===== src/rtl/decode_control_unit.sv =====
// decode_control_unit: registered multi-thread MIPS control decoder with
// per-thread sticky halt flags and LL/SC link tracking.
module decode_control_unit #(
    parameter int NTHREADS = 2,
    localparam int TID_W = (NTHREADS > 1) ? $clog2(NTHREADS) : 1
) (
    input  logic                CLK,
    input  logic                RST,
    input  logic                dec_valid,
    input  logic [TID_W-1:0]    dec_tid,
    input  logic [5:0]          opcode,
    input  logic [5:0]          funct,
    input  logic                stall,
    input  logic                flush,
    input  logic [NTHREADS-1:0] linkclr,
    output logic                ready,
    output logic                ctl_valid,
    output logic [TID_W-1:0]    ctl_tid,
    output logic [2:0]          PCSrc,
    output logic [3:0]          ALUOp,
    output logic                WrLinkReg,
    output logic                ShiftUp,
    output logic                MemRd,
    output logic                ExtOp,
    output logic                ALUSrc,
    output logic                MemToReg,
    output logic                MemWr,
    output logic                RegWr,
    output logic                RegDst,
    output logic                Atomic,
    output logic                halt,
    output logic                ScForceFail,
    output logic [NTHREADS-1:0] halted,
    output logic                all_halted
);
    localparam logic [5:0] OP_RTYPE = 6'h00, OP_J = 6'h02, OP_JAL = 6'h03, OP_BEQ = 6'h04,
                           OP_BNE = 6'h05, OP_ADDI = 6'h08, OP_ADDIU = 6'h09, OP_SLTI = 6'h0A,
                           OP_SLTIU = 6'h0B, OP_ANDI = 6'h0C, OP_ORI = 6'h0D, OP_XORI = 6'h0E,
                           OP_LUI = 6'h0F, OP_LW = 6'h23, OP_SW = 6'h2B, OP_LL = 6'h30,
                           OP_SC = 6'h38, OP_HALT = 6'h3E;
    localparam logic [5:0] F_SLL = 6'h00, F_SRL = 6'h02, F_JR = 6'h08, F_ADD = 6'h20,
                           F_ADDU = 6'h21, F_SUB = 6'h22, F_SUBU = 6'h23, F_AND = 6'h24,
                           F_OR = 6'h25, F_XOR = 6'h26, F_NOR = 6'h27, F_SLT = 6'h2A,
                           F_SLTU = 6'h2B;
    localparam logic [3:0] ALU_SLL = 4'd0, ALU_ADD = 4'd1, ALU_SUB = 4'd2, ALU_AND = 4'd3,
                           ALU_OR = 4'd4, ALU_XOR = 4'd5, ALU_NOR = 4'd6, ALU_SLT = 4'd7,
                           ALU_SLTU = 4'd8, ALU_SRL = 4'd9;
    localparam logic [2:0] PC_NEXT = 3'd0, PC_JR = 3'd1, PC_BEQ = 3'd2, PC_BNE = 3'd3,
                           PC_JUMP = 3'd4;

    typedef struct packed {
        logic [2:0] pcsrc;
        logic [3:0] aluop;
        logic       wrlink;
        logic       shiftup;
        logic       memrd;
        logic       extop;
        logic       alusrc;
        logic       memtoreg;
        logic       memwr;
        logic       regwr;
        logic       regdst;
        logic       atomic;
        logic       halt;
        logic       scff;
    } ctl_t;

    ctl_t                dec, ctl_d, ctl_q;
    logic                valid_d, valid_q;
    logic [TID_W-1:0]    tid, tid_d, tid_q;
    logic [NTHREADS-1:0] link_d, link_q, halted_d, halted_q;
    logic                accept;

    assign tid    = (NTHREADS == 1) ? '0 : dec_tid;
    assign accept = dec_valid && !stall && !flush && !halted_q[tid];

    always_comb begin
        dec = '0;
        case (opcode)
            OP_RTYPE: begin
                dec.regwr  = 1'b1;
                dec.regdst = 1'b1;
                case (funct)
                    F_ADD, F_ADDU: dec.aluop = ALU_ADD;
                    F_SUB, F_SUBU: dec.aluop = ALU_SUB;
                    F_AND:         dec.aluop = ALU_AND;
                    F_OR:          dec.aluop = ALU_OR;
                    F_XOR:         dec.aluop = ALU_XOR;
                    F_NOR:         dec.aluop = ALU_NOR;
                    F_SLT:         dec.aluop = ALU_SLT;
                    F_SLTU:        dec.aluop = ALU_SLTU;
                    F_SLL:         dec.aluop = ALU_SLL;
                    F_SRL:         dec.aluop = ALU_SRL;
                    F_JR:          {dec.pcsrc, dec.regwr, dec.regdst} = {PC_JR, 2'b00};
                    default:       {dec.regwr, dec.regdst} = 2'b00;
                endcase
            end
            OP_ADDI, OP_ADDIU: {dec.aluop, dec.alusrc, dec.extop, dec.regwr} = {ALU_ADD, 3'b111};
            OP_SLTI:  {dec.aluop, dec.alusrc, dec.extop, dec.regwr} = {ALU_SLT, 3'b111};
            OP_SLTIU: {dec.aluop, dec.alusrc, dec.extop, dec.regwr} = {ALU_SLTU, 3'b111};
            OP_ANDI:  {dec.aluop, dec.alusrc, dec.regwr} = {ALU_AND, 2'b11};
            OP_ORI:   {dec.aluop, dec.alusrc, dec.regwr} = {ALU_OR, 2'b11};
            OP_XORI:  {dec.aluop, dec.alusrc, dec.regwr} = {ALU_XOR, 2'b11};
            OP_LUI:   {dec.shiftup, dec.regwr} = 2'b11;
            OP_LW, OP_LL: begin
                {dec.aluop, dec.memrd, dec.memtoreg, dec.alusrc, dec.extop, dec.regwr} = {ALU_ADD, 5'b11111};
                dec.atomic = (opcode == OP_LL);
            end
            OP_SW, OP_SC: begin
                {dec.aluop, dec.memwr, dec.alusrc, dec.extop} = {ALU_ADD, 3'b111};
                {dec.atomic, dec.regwr, dec.memtoreg} = {3{opcode == OP_SC}};
            end
            OP_BEQ:   {dec.aluop, dec.pcsrc, dec.extop} = {ALU_SUB, PC_BEQ, 1'b1};
            OP_BNE:   {dec.aluop, dec.pcsrc, dec.extop} = {ALU_SUB, PC_BNE, 1'b1};
            OP_J:     dec.pcsrc = PC_JUMP;
            OP_JAL:   {dec.pcsrc, dec.wrlink, dec.regwr} = {PC_JUMP, 2'b11};
            OP_HALT:  dec.halt = 1'b1;
            default:  dec = '0;
        endcase
    end

    // Output register loads every non-stalled edge (flush overrides stall); idle loads are cleared bundles.
    always_comb begin
        ctl_d    = (flush || !stall) ? '0 : ctl_q;
        valid_d  = (flush || !stall) ? 1'b0 : valid_q;
        tid_d    = (flush || !stall) ? '0 : tid_q;
        link_d   = link_q & ~linkclr;
        halted_d = halted_q;
        if (accept) begin
            ctl_d      = dec;
            ctl_d.scff = (opcode == OP_SC) && !link_q[tid];
            valid_d    = 1'b1;
            tid_d      = tid;
            if (opcode == OP_SC) link_d[tid] = 1'b0;
            if (opcode == OP_LL) link_d[tid] = 1'b1;
            if (opcode == OP_HALT) halted_d[tid] = 1'b1;
        end
    end

    always_ff @(posedge CLK) begin
        if (RST) begin
            ctl_q    <= '0;
            valid_q  <= 1'b0;
            tid_q    <= '0;
            link_q   <= '0;
            halted_q <= '0;
        end else begin
            ctl_q    <= ctl_d;
            valid_q  <= valid_d;
            tid_q    <= tid_d;
            link_q   <= link_d;
            halted_q <= halted_d;
        end
    end

    assign ready      = !stall;
    assign ctl_valid  = valid_q;
    assign ctl_tid    = tid_q;
    assign halted     = halted_q;
    assign all_halted = &halted_q;
    assign {PCSrc, ALUOp, WrLinkReg, ShiftUp, MemRd, ExtOp, ALUSrc, MemToReg, MemWr,
            RegWr, RegDst, Atomic, halt, ScForceFail} = ctl_q;
endmodule


===== config.mk =====
export PLATFORM = sky130hd
export DESIGN_NAME = decode_control_unit
export DESIGN_NICKNAME = d
export VERILOG_FILES = /design/src/rtl/decode_control_unit.sv
export SDC_FILE = /design/constraint.sdc
export NUM_CORES = 1
export LEC_CHECK = 0
export CAP_MARGIN = 5
export CORE_UTILIZATION = 36
export CTS_CLUSTER_SIZE = 28
export DETAILED_ROUTE_END_ITERATION = 8
export PLACE_DENSITY = 0.69
export SETUP_SLACK_MARGIN = 0.1
export SLEW_MARGIN = 15
export SYNTH_ARGS = -nofsm -noshare
export SYNTH_HDL_FRONTEND = slang
export SYNTH_SLANG_ARGS = --single-unit

===== constraint.sdc =====
create_clock -name CLK -period 4 [get_ports CLK]
set_input_delay 0.8 -clock CLK [delete_from_list [all_inputs] [get_ports CLK]]
set_output_delay 0.8 -clock CLK [all_outputs]
set_load 0.1 [all_outputs]

==> flow_summary.yaml, run 1 <==
outcome:
  outcome: "finished, final reports clean"
pwr:
  p_leak_nw: 0.681
  p_per_area_mw_per_mm2: 255
  switching_share: 0.291
  p_sw_mw: 0.151
  combPwrFrac: 0.208
  p_clk_frac: 0.308
  power_frac_seq: 0.484
  peakVddDrop_uv: 242
  internal_power_mw: 0.367
clock_tree:
  clk_pin_slew_ns: 0.09
  htree_levels: 1
  cts_setup_buffers: 0
  ctsHoldBuffers: 0
  cts_sinks: 25
  cts_root_buffer: "clkbuf_8"
  clock_latency_ns: 0.27
  cts_buffer_depth: 2
  cts_resized: 0
  cts_tree: "done"
  numCtsBuffers: 3
timing:
  max-slew-margin-rel: 0.350
  tns_ns: 0
  hold_viol_final: 0
  post-route-period-util: 0.689
  worst_slew_pin_slew_ns: 0.971
  slew_viol_final: 0
  max_freq_mhz: 363
  setup_viol: 0
  min_period_ns: 2.76
  skew_ns: 0.00341
  rsz0062_at_grt: "no"
synthesis:
  synth_compound_area_frac: 0.264
  yosysWarningCount: 0
  synth_nets: 216
  synthDistinctLibCells: 50
  synthFlopType: "dfxtp_1"
  synth_edf_count: 0
  synthCells: 196
  synth_commonest_cells: "25 x dfxtp_1, 18 x nand2_1, 16 x clkbuf_1, 16 x nor2_1, 14 x a21oi_1"
  yosys_register_bits: 25
  synth_top_area_share: 0.328
  avgSynthCellArea_um2: 7.79
  synthTopCellsByArea: "dfxtp_1 33%, a21oi_1 4.6%, nand2_1 4.4%"
  synth_top_family_by_area: "simple AND/OR/NAND/NOR gates"
  netlist.top_cell.by_area: "dfxtp_1"
  synthArstFlopShare: 0
  synth_xor_area_frac: 0.00574
  synth_fa_ha_area_frac: 0
  yosys.area_share.simple: 0.318
  synthMostInstantiatedCell: "dfxtp_1"
  ys_seq_area_frac: 0.328
  synthesis.area_mm2: 0.00153
  synth_mux_area_frac: 0.0213
detailed_routing:
  wirelength_um: 3940
  antenna_left: 0
  drc: 0
  drt-initial-drc-count: 89
  vias: 1592
  post_drt_via_cell_ratio: 5.71
  firstDrtPassIters: 4
  wl_per_cell_um: 14.1
finish:
  diodes: 0
  nets: 250
  drive_gt1_frac: 0.0699
  syn_to_final_growth_pct: 33.0
  stdcell_count: 279
placement:
  dp_cells: 275
  gp_congestion: 0.813
  io_buffer_count: 44
  place_hpwl_um: 2860
min_path:
  min_to: "ctl_tid"
  hold_depth: 2
  min_from: "ctl_tid"
  hold_class: "reg2reg"
die:
  dieWidth_um: 67.1
  coreArea_mm2: 0.00403
  die_h_um: 67.1
  dieArea_mm2: 0.00450
  ios: 45
  initial_utilization: 0.379
  rows: 23
worst_setup_path:
  critical-path-slowest-cell: "nor2_1"
  end_kind: "register"
  startpoint: "dec_tid"
  startpoint_type: "primary input"
  reg2reg_slack_ns: 2.08
  reg2reg_to: "RegWr"
  worst-setup-path-type: "in2reg"
  cpLargestDelayFamily: "simple AND/OR/NAND/NOR gates"
  path_cells: "clkdlybuf4s50_1, mux2_2, nor2_1, nand4_1, a31oi_1"
  cpPeakStageDelay_ns: 0.71
  critical_path_peak_fanout: 16
  cp_num_cells: 5
  arrival_ns: 2.97
  required_ns: 4.21
  reg2reg_from: "halted[1]"
  cp.buffers_inverters: 1
  reg2reg_depth: 4
global_routing:
  grt_pass1_vias: 1345
  antenna_found_initial: 0
  grt_max_degree: 26
  gr-total-overflow: 0
  grt_pass1_wl_um: 6490
  track_usage: 0.186
flow_run:
  maxCapViolCount: 0
## cell usage in the layout, fill, tap and decap left out, drive strengths merged, types with 4 or more instances in the layout
master	n
inv	8
o21ai	8
a32oi	4
nor2	16
nor2b	5
a31oi	6
buf	4
dfxtp	25
nand2	18
nand4	6
clkdlybuf4s50	43
a21oi	14
nand2b	8
o31ai	4
## tightest hold or removal path, delay by kind of cell (launching register included)
kind               cells  cell delay [ns]
and+or+nand+nor        1             0.05
AOI/OAI and AO/OA      1             0.05
DFF                    1             0.32
## area by class of cell
cell class	count	area (um2)
fillers	427	2000
multi-input cells	146	930
inverters	7	26.3
well taps	50	62.6
clock buffers	3	41.3
flip-flops and latches	25	500
clock inverters	1	8.76
repair buffers	47	460
## per-layer routing
metal,up-vias,routed length [um],part of all wire,global-route usage
li1,804,-,-,-
met1,737,1840,0.47,0.275
met2,51,1810,0.46,0.283
met3,0,287,0.073,0.0342
met4,0,0,0,0.0239
met5,-,0,0,0
## power groups by stage
stage	registers, mW	clock network [mW]	logic, mW
floorplan	0.265	0	0.0610
global placement	0.256	0	0.106
detailed placement	0.256	0	0.107
CTS	0.251	0.167	0.107
global route	0.251	0.174	0.117
finish	0.250	0.160	0.107
## state kept, by name, summed over array words and instances, names as in the netlist, 2 cells and up
| signal | cells |
|---|---|
| halted | 2 |
| PCSrc | 3 |
| link_q | 2 |
| ALUOp | 4 |
## logic make-up (layout without fill, tap and decap cells)
family / after synthesis / after routing
buf+inv: 25 / 58
simple gates: 84 / 84
flops: 25 / 25
compound gates: 58 / 58
mux: 3 / 3
xor+xnor: 1 / 1
## per-stage QoR
step | worst slack [ns] | power (mW) | hold WS, ns | utilization | cell area (um2)
2_1_floorplan | 1.36 | 0.326 | 0.479 | - | 1530
3_3_place_gp | 0.963 | 0.362 | 0.440 | 0.491 | 1980
3_5_place_dp | 0.987 | 0.363 | 0.447 | 0.491 | 1980
4_1_cts | 1.25 | 0.524 | 0.464 | 0.504 | 2030
5_1_grt | 1.04 | 0.542 | 0.478 | 0.504 | 2030
6_report | 1.24 | 0.517 | 0.460 | 0.504 | 2030
## worst max path at each step
stage | endpoint | slack (ns)
2_1_floorplan | all_halted | 1.36
3_3_place_gp | RegWr | 0.96
3_5_place_dp | RegWr | 0.99
4_1_cts | all_halted | 1.25
5_1_grt | RegWr | 1.04
6_report | RegWr | 1.24
Note: power is estimated with default switching activity, not from simulation.
==> inputs of run 2 (changes only) <==
clock period = 2.8 ns   (was 4 ns; I/O delays follow)
==> flow_summary.yaml, run 2 (same netlist as run 1, synthesis figures left out) <==
outcome:
  outcome: "finished, final reports clean"
timing:
  post-route-period-util: 0.831
  skew_ns: 0.00554
  tns_ns: 0
  max_freq_mhz: 430
  worst_slew_pin_slew_ns: 0.549
  hold_viol_final: 0
  rsz0062_at_grt: "no"
  min_period_ns: 2.33
  slew_viol_final: 0
  timing.hold.ws_ns: 0.459
  max-slew-margin-rel: 0.631
  setup_viol: 0
flow_run:
  maxCapViolCount: 0
pwr:
  p_leak_nw: 0.771
  p_per_area_mw_per_mm2: 361
  peakVddDrop_uv: 185
placement:
  place_hpwl_um: 2990
  io_buffer_count: 44
  post_dp_cell_area_mm2: 0.00199
  gp_congestion: 0.856
worst_setup_path:
  arrival_ns: 2.52
  critical_path_peak_fanout: 14
  worst-setup-path-type: "in2reg"
  path_cells: "clkdlybuf4s50_1, mux2_2, a2111oi_0, o21ai_1, o21ai_0"
  startpoint_type: "primary input"
  critical-path-slowest-cell: "clkdlybuf4s50_1"
  end_kind: "register"
  required_ns: 3.00
  reg2reg_slack_ns: 1.36
  cpPeakStageDelay_ns: 0.73
clock_tree:
  clk_pin_slew_ns: 0.09
  cts_resized: 0
  cts_sinks: 25
  htree_levels: 1
  numCtsBuffers: 3
  cts_tree: "done"
  clock_latency_ns: 0.27
  cts_root_buffer: "clkbuf_8"
  cts_setup_buffers: 0
  ctsHoldBuffers: 0
  cts_buffer_depth: 2
finish:
  largest_register_ffs: 4
  post-route-util: 0.506
  layout_commonest_cell: "buf_4"
  most-common-layout-cells: "35 x buf_4, 25 x dfxtp_1, 19 x clkdlybuf4s50_1, 18 x nand2_1, 16 x nor2_1"
  diodes: 0
  drive_gt1_frac: 0.198
  nets: 258
  syn_to_final_growth_pct: 33.4
  fin_area_mm2: 0.00204
die:
  ios: 45
  initial_utilization: 0.379
  dieWidth_um: 67.1
  die_h_um: 67.1
  rows: 23
  dieArea_mm2: 0.00450
  coreArea_mm2: 0.00403
detailed_routing:
  post_drt_via_cell_ratio: 5.60
  drc: 0
  wirelength_um: 4040
  firstDrtPassIters: 4
  vias: 1608
  drt-initial-drc-count: 136
  wl_per_cell_um: 14.1
  antenna_left: 0
global_routing:
  grt_max_degree: 25
  grt_pass1_vias: 1386
  antenna_found_initial: 0
  grt_pass1_wl_um: 6560
  track_usage: 0.189
  gr-total-overflow: 0
min_path:
  hold_class: "reg2reg"
[run 2: cell count changes in the layout (fill, tap and decap cells not counted), sizes merged]
cell,delta
buf,+32
clkbuf,+1
clkdlybuf4s50,-24
inv,-1
[run 2: where the power goes]
part	total (mW)	switching [mW]	internal, mW
clock	0.215	0.113	0.102
combinational	0.163	0.0931	0.0701
sequential	0.358	0.000924	0.357
total	0.736	0.207	0.529
[run 2: metrics by stage]
stage,total power [mW],instances,worst slack [ns]
after global placement,0.528,283,0.177
after detailed placement,0.528,283,0.188
final,0.736,287,0.473
after floorplan,0.465,196,0.396
after global routing,0.768,287,0.383
after CTS,0.741,287,0.447
[run 2: cell type report]
class / count / area [um2]
well taps: 50 / 62.6
flip-flops and latches: 25 / 500
clock buffers: 4 / 45.0
repair buffers: 55 / 473
multi-input cells: 146 / 930
fillers: 413 / 1990
inverters: 7 / 26.3
[run 2: layer usage]
metal	GRT usage	share of wire	wire length, um	vias up
li1	-	-	-	819
met1	0.281	0.50	2020	747
met2	0.280	0.45	1820	39
met3	0.0291	0.044	178	3
met4	0.0479	0.0047	19	0
met5	0	0	0	-
[run 2: path summary, 6_finish.rpt]
| path | start | cells past startpoint | to |
|---|---|---|---|
| worst max-delay path | opcode[0] | 5 | ALUOp[1] |
| worst min-delay path | ALUSrc | 2 | ALUSrc |
| worst max register to register | halted[1] | 4 | link_q[0] |
| worst min register to register | ALUSrc | 2 | ALUSrc |
[run 2: worst max-delay path, delay by kind of cell]
kind | cells | cell delay, ns
buf+inv | 1 | 0.73
mux | 1 | 0.40
compound gates | 3 | 0.83
